### config.mk
export PLATFORM = sky130hd
export DESIGN_NAME = icache_fifo_reader
export DESIGN_NICKNAME = d
export VERILOG_FILES = /design/src/rtl/icache_pkg.sv /design/src/rtl/icache_out_reg.sv /design/src/rtl/icache_fifo_reader.sv
export SDC_FILE = /design/constraint.sdc
export NUM_CORES = 1
export LEC_CHECK = 0
export ABC_CLOCK_PERIOD_IN_PS = 4050
export CAP_MARGIN = 10
export CORE_UTILIZATION = 41
export CTS_CLUSTER_SIZE = 16
export DETAILED_ROUTE_END_ITERATION = 10
export PLACE_DENSITY_LB_ADDON = 0.3
export SLEW_MARGIN = 15
export SYNTH_ARGS = -nofsm -noshare
export SYNTH_HDL_FRONTEND = slang
export SYNTH_SLANG_ARGS = --single-unit
export TNS_END_PERCENT = 30
### constraint.sdc
create_clock -name Clk -period 4.05 [get_ports Clk]
set_input_delay 0.81 -clock Clk [delete_from_list [all_inputs] [get_ports Clk]]
set_output_delay 0.81 -clock Clk [all_outputs]
set_load 0.02 [all_outputs]
### src/rtl/icache_pkg.sv
// icache_pkg: shared definitions for the instruction-fetch FIFO reader.
// Entry layout (68 bits): [67:36] pc, [35:4] inst, [3:2] state,
// [1] pred_taken, [0] reserved.
package icache_pkg;

    // Entry geometry
    localparam int ENTRY_W  = 68;
    localparam int PC_MSB   = 67;
    localparam int PC_LSB   = 36;
    localparam int INST_MSB = 35;
    localparam int INST_LSB = 4;
    localparam int ST_MSB   = 3;
    localparam int ST_LSB   = 2;
    localparam int PT_BIT   = 1;
    localparam int RSVD_BIT = 0;

    // Per-entry refill state codes
    localparam logic [1:0] ST_PENDING = 2'b00;  // refill still outstanding
    localparam logic [1:0] ST_READY   = 2'b01;  // instruction valid
    localparam logic [1:0] ST_ERROR   = 2'b10;  // fetch error, deliver as exception
    localparam logic [1:0] ST_KILLED  = 2'b11;  // squashed, drop silently

    // Reader FSM encodings
    localparam logic [0:0] RD_IDLE = 1'b0;      // no pending head
    localparam logic [0:0] RD_WAIT = 1'b1;      // head entry is PENDING

    // Extract the state field of a FIFO entry
    function automatic logic [1:0] entry_state(input logic [ENTRY_W-1:0] entry);
        return entry[ST_MSB:ST_LSB];
    endfunction

endpackage

### src/rtl/icache_out_reg.sv
// icache_out_reg: one-entry output register toward decode.
// Handshake: o_valid/i_ready; a transfer happens on a clock edge where both
// are high. While o_valid=1 and i_ready=0 all payload outputs hold stable.
// i_clr has priority over i_load; i_load has priority over the ready-clear.
module icache_out_reg (
    input  logic        i_clk,
    input  logic        i_rst_n,
    input  logic        i_load,
    input  logic        i_clr,
    input  logic        i_ready,
    input  logic [31:0] i_pc,
    input  logic [31:0] i_inst,
    input  logic        i_pt,
    input  logic        i_excp,
    output logic        o_valid,
    output logic [31:0] o_pc,
    output logic [31:0] o_inst,
    output logic        o_pt,
    output logic        o_excp
);

    logic        r_valid;
    logic [31:0] r_pc;
    logic [31:0] r_inst;
    logic        r_pt;
    logic        r_excp;

    // Valid flag: clear on flush, set on load, drop once decode takes it
    always_ff @(posedge i_clk or negedge i_rst_n) begin
        if (!i_rst_n) begin
            r_valid <= 1'b0;
        end else if (i_clr) begin
            r_valid <= 1'b0;
        end else if (i_load) begin
            r_valid <= 1'b1;
        end else if (i_ready) begin
            r_valid <= 1'b0;
        end
    end

    // Payload: captured only on a load, otherwise held
    always_ff @(posedge i_clk or negedge i_rst_n) begin
        if (!i_rst_n) begin
            r_pc   <= 32'd0;
            r_inst <= 32'd0;
            r_pt   <= 1'b0;
            r_excp <= 1'b0;
        end else if (i_load && !i_clr) begin
            r_pc   <= i_pc;
            r_inst <= i_inst;
            r_pt   <= i_pt;
            r_excp <= i_excp;
        end
    end

    assign o_valid = r_valid;
    assign o_pc    = r_pc;
    assign o_inst  = r_inst;
    assign o_pt    = r_pt;
    assign o_excp  = r_excp;

endmodule

### src/rtl/icache_fifo_reader.sv
// icache_fifo_reader: consumer side of the 8-entry instruction-fetch FIFO.
// Pops the head when its state allows, feeds decode through a one-entry
// output register, and drives the FIFO flush and state write-back ports.
// Optional build macro ICACHE_READER_TIMEOUT_EN adds a PENDING watchdog
// (TIMEOUT cycles) that rewrites a stuck head entry to ERROR.
module icache_fifo_reader
    import icache_pkg::*;
#(
    parameter int FIFOWIDE = ENTRY_W,
    parameter int TIMEOUT  = 64
) (
    input  logic                Clk,
    input  logic                Rest,
    input  logic [FIFOWIDE-1:0] FifoPreOut,
    input  logic [2:0]          FifoPrePtr,
    input  logic                FifoEmpty,
    output logic                Rable,
    output logic                StateWAble,
    output logic [2:0]          StatePtr,
    output logic [1:0]          StateDate,
    output logic                FifoClean,
    input  logic                Flush,
    output logic                OutValid,
    input  logic                OutReady,
    output logic [31:0]         OutPc,
    output logic [31:0]         OutInst,
    output logic                OutPredTaken,
    output logic                OutExcp,
    output logic [0:0]          o_dbg_state
);

    logic [0:0] r_state;
    logic [0:0] w_state_nxt;
    logic [1:0] w_head_st;
    logic       w_head_pend;
    logic       w_slot_free;
    logic       w_pop;
    logic       w_load;
    logic       w_unused_rsvd;

    assign w_head_st     = entry_state(FifoPreOut);
    assign w_head_pend   = !FifoEmpty && (w_head_st == ST_PENDING);
    assign w_unused_rsvd = FifoPreOut[RSVD_BIT];

    // Output slot can take a new entry if empty or being drained this cycle
    assign w_slot_free = !OutValid || OutReady;

    // Pop decision: KILLED entries drop even under output stall,
    // READY/ERROR entries need a free output slot. Flush blocks all pops.
    // Gated by Rest so the FIFO sees no pop strobe while held in reset.
    assign w_pop = Rest && !FifoEmpty && !Flush &&
                   (w_head_st != ST_PENDING) &&
                   ((w_head_st == ST_KILLED) || w_slot_free);

    // Only deliverable entries load the output register
    assign w_load = w_pop && ((w_head_st == ST_READY) || (w_head_st == ST_ERROR));

    assign Rable     = w_pop;
    assign FifoClean = Flush && Rest;

    // Write-back always targets the head; the only value ever written is ERROR
    assign StatePtr  = FifoPrePtr;
    assign StateDate = ST_ERROR;

    // Next-state: track whether the head is waiting on a refill
    always_comb begin
        w_state_nxt = r_state;
        if (Flush) begin
            w_state_nxt = RD_IDLE;
        end else begin
            case (r_state)
                RD_IDLE: if (w_head_pend)  w_state_nxt = RD_WAIT;
                RD_WAIT: if (!w_head_pend) w_state_nxt = RD_IDLE;
                default: w_state_nxt = RD_IDLE;
            endcase
        end
    end

    // State register
    always_ff @(posedge Clk or negedge Rest) begin
        if (!Rest) begin
            r_state <= RD_IDLE;
        end else begin
            r_state <= w_state_nxt;
        end
    end

    assign o_dbg_state = r_state;

`ifdef ICACHE_READER_TIMEOUT_EN
    localparam int CNT_W = (TIMEOUT > 1) ? $clog2(TIMEOUT) : 1;

    logic [CNT_W-1:0] r_wait_cnt;
    logic             w_timeout;

    // Head has sat PENDING for TIMEOUT cycles of WAIT
    assign w_timeout = (r_state == RD_WAIT) && w_head_pend &&
                       (r_wait_cnt == CNT_W'(TIMEOUT - 1));

    // Wait counter: runs only in WAIT, restarts on timeout, flush or exit
    always_ff @(posedge Clk or negedge Rest) begin
        if (!Rest) begin
            r_wait_cnt <= '0;
        end else if (Flush || (r_state != RD_WAIT) || w_timeout) begin
            r_wait_cnt <= '0;
        end else begin
            r_wait_cnt <= r_wait_cnt + CNT_W'(1);
        end
    end

    // A flush in the same cycle wins: the entry is going away anyway
    assign StateWAble = w_timeout && !Flush && Rest;
`else
    assign StateWAble = 1'b0;
`endif

    icache_out_reg u_out_reg (
        .i_clk   (Clk),
        .i_rst_n (Rest),
        .i_load  (w_load),
        .i_clr   (Flush),
        .i_ready (OutReady),
        .i_pc    (FifoPreOut[PC_MSB:PC_LSB]),
        .i_inst  (FifoPreOut[INST_MSB:INST_LSB]),
        .i_pt    (FifoPreOut[PT_BIT]),
        .i_excp  (w_head_st == ST_ERROR),
        .o_valid (OutValid),
        .o_pc    (OutPc),
        .o_inst  (OutInst),
        .o_pt    (OutPredTaken),
        .o_excp  (OutExcp)
    );

endmodule

==> summary.txt <==
Logic synthesis
  • Netlist cell types: 15
  • Top cell type's share of synthesized area: 63.7%
  • Yosys warns: 0
  • Post-Syn Area: 2670 sq um
  • Synth top area cells: dfrtp_1, mux2_1, buf_4, buf_6, ha_1
  • Post-synthesis area per instance: 16.3 sq um
  • Register area share after synthesis: 63.7%
  • Synth Instances: 164
  • Yosys reg bits: 68
  • Cell taking the most area after synthesis: dfrtp_1

STA
  • Final setup fails: 0
  • Max Clk Rate: 267 MHz
  • Max Slew Vio Count: 0
  • Worst slew margin: 42.2%
  • Min Hold Slack: 0.484 ns
  • RSZ-0062 raised after global routing: false
  • Setup tns final: 0 ns
  • Final Skew: 0.00421 ns
  • Final cycle utilization of the critical path: 92.4%
  • Worst-Margin Slew: 0.868 ns
  • Post-layout min period: 3.74 ns
  • Final Hold Viols: 0

Detailed routing
  • Vias/cell: 4.78
  • Detailed Routing Iterations Pass 1: 3
  • Final ANT Viol Nets: 0
  • Routed wire length: 6100 um
  • Residual DRC: 0
  • WL per Instance: 15.8 um
  • DR vias: 1849
  • DRT iter0 DRCs: 43

Setup path
  • R2r endpoint: u_out_reg.o_pc[8]$_DFFE_PN0P_
  • Worst reg2reg setup slack: 2.28 ns
  • CP max-delay cell: or4b_1
  • WP data arrival: 2.93 ns
  • Worst r2r src: u_out_reg.o_valid$_DFFE_PN0P_
  • Crit-path max FO: 3
  • Worst Reg-to-Reg Cells: 4
  • Worst setup SP type: primary input
  • Element type at the critical path end: primary output
  • Largest stage delay on the critical path: 0.61 ns
  • Cell mode on critical path: clkdlybuf4s50_1
  • Worst EP required: 3.24 ns
  • Setup Crit Path Kind: in2out
  • Critical path cell sequence: clkdlybuf4s50_1 > inv_1 > ha_1 > or4b_1 > nor2_1 > clkdlybuf4s50_1

Cells and area
  • Layout Nets: 385
  • Area delta synth->final: 60.7%
  • Area of the multi-input gates: 861 sq um
  • Area taken by flip-flops and latches: 1700 sq um
  • Number of fill cells in the layout: 477
  • Cell Count, Final, Fillers Out: 387
  • Antenna Cells: 0
  • Final Util: 68.0%
  • Share of cells above drive strength 1: 5.81%

Global routing
  • Maximum number of pins on one net before global-route repair: 69
  • Initial antenna violation count: 0
  • GRT Total Usage: 18.8%
  • First-pass GRT wire length: 9150 um
  • Global route total overflow: 0
  • Vias in the first global route: 1892

Clock tree
  • Cts hold-fix bufs: 0
  • Clk sinks: 68
  • CTS tree: built
  • H-tree depth: 3
  • Root Buffer: clkbuf_8
  • Worst-case clock buffer depth: 2
  • Clock slew at reported path FFs: 0.07 ns
  • Skew-Pair Late Insertion Delay: 0.32 ns
  • Num CTS Buffers: 9
  • Post_cts resized: 0
  • Post CTS Setup Buffer Count: 0

Outcome
  • Status: finished clean

Floorplanning
  • Core area: 6310 sq um
  • Starting density of the core: 42.3%
  • Die area: 6850 sq um
  • # IOs: 152
  • Die X: 82.7 um
  • Rows: 29
  • Die Y: 82.7 um

Min path
  • Min-Delay Endpoint: u_out_reg.o_pc[5]$_DFFE_PN0P_
  • Hold Crit Start: u_out_reg.o_pc[5]$_DFFE_PN0P_
  • Min-Delay Path Class: reg2reg
  • Hold path depth: 1

Placed design
  • Final HPWL from detailed placement: 4310 um
  • Cells after DPL: 372
  • IO buf count: 141
  • GPL Wtd Cong: 0.727

Pwr
  • Register share of total power: 40.9%
  • Leakage power: 1.88 nW
  • Comb pwr share: 36.5%
  • Net Sw Power: 711 uW
  • Internal: 1.60 mW
  • Peak VDD IR: 297 uV
  • Clock power share: 22.7%
  • Total Power: 2.31 mW
  • PwrDens: 537 nW/um^2
  • Sw Share: 30.8%

Job
  • Max_cap viols: 0
## power groups by stage
stage | clock network [mW] | logic [mW] | registers, mW
floorplan | 0 | 0.136 | 1.18
global placement | 0 | 0.841 | 0.942
detailed placement | 0 | 0.850 | 0.957
CTS | 0.537 | 0.853 | 0.946
global route | 0.568 | 0.896 | 0.968
finish | 0.523 | 0.841 | 0.944
## per-layer routing
| layer | vias to the layer above | GRT usage [%] | routed length, um |
|---|---|---|---|
| li1 | 838 | - | - |
| met1 | 908 | 20.4 | 2280 |
| met2 | 94 | 30.1 | 2930 |
| met3 | 9 | 8.02 | 781 |
| met4 | 0 | 11.6 | 112 |
| met5 | - | 0 | 0 |
## registers in the layout, indices dropped and copies added, names as in the netlist
signal             cells
o_dbg_state            1
u_out_reg.o_excp       1
u_out_reg.o_inst      32
u_out_reg.o_pc        32
u_out_reg.o_pt         1
u_out_reg.o_valid      1
## stage by stage
| step | instance area, sq um | worst slack [ns] |
|---|---|---|
| 2_1_floorplan | 2680 | 1.33 |
| 3_3_place_gp | 4110 | 0.350 |
| 3_5_place_dp | 4110 | 0.304 |
| 4_1_cts | 4300 | 0.291 |
| 5_1_grt | 4300 | 0.242 |
| 6_report | 4300 | 0.307 |
## cells by family (layout without fill, tap and decap cells)
logic type / after synthesis / after routing / share of synthesized area (%)
compound gates: 1 / 1 / 0.234
fa+ha+maj: 3 / 3 / 1.40
buf+inv: 17 / 162 / 4.59
flops: 68 / 68 / 63.7
mux: 66 / 66 / 27.8
other cells: 2 / 3 / 0.281
simple gates: 7 / 7 / 2.01
## synth_stat cells
cell / number
dfrtp_1: 68
mux2_1: 66
buf_4: 7
buf_6: 4
inv_1: 4
ha_1: 3
buf_2: 2
conb_1: 2
nor3b_1: 2
and2_1: 1
nor2_1: 1
nor2b_1: 1
nor4_2: 1
o22ai_1: 1
or4b_1: 1
## how the worst max path moves through the flow
stage                  start    end  slack [ns]  cells after the start
2_1_floorplan  FifoPreOut[2]  Rable        1.33                      4
3_3_place_gp   FifoPreOut[2]  Rable        0.35                      6
3_5_place_dp   FifoPreOut[2]  Rable        0.30                      6
4_1_cts        FifoPreOut[2]  Rable        0.29                      6
5_1_grt        FifoPreOut[2]  Rable        0.24                      6
6_report       FifoPreOut[2]  Rable        0.31                      6
## worst max-delay path: cells and delay by family
| family | cells | cell delay (ns) |
|---|---|---|
| buffers and inverters | 3 | 1.17 |
| adder cells (fa/ha/maj) | 1 | 0.20 |
| AND/OR/NAND/NOR | 2 | 0.75 |
## placed cells by master, fill, tap and decap left out
cell type        netlist  layout
clkdlybuf4s50_1        0     140
dfrtp_1               68      68
mux2_1                66      66
clkbuf_8               0      13
inv_1                  4       4
ha_1                   3       3
conb_1                 2       3
nor3b_1                2       2
or4b_1                 1       1
nor2_1                 1       1
and2_1                 1       1
nor4_4                 0       1
o22ai_1                1       1
nor2b_1                1       1
clkinv_2               0       1
clkbuf_1               0       1
buf_2                  2       1
buf_12                 0       1
buf_4                  7       1
## area by class of cell
class / instances / share of cell area, %
clock buffers: 14 / 4.25
multi-input cells: 80 / 20.0
flip-flops and latches: 68 / 39.6
well taps: 77 / 2.24
inverters: 4 / 0.350
clock inverters: 1 / 0.117
repair buffers: 143 / 33.4
Note: power is estimated with default switching activity, not from simulation.
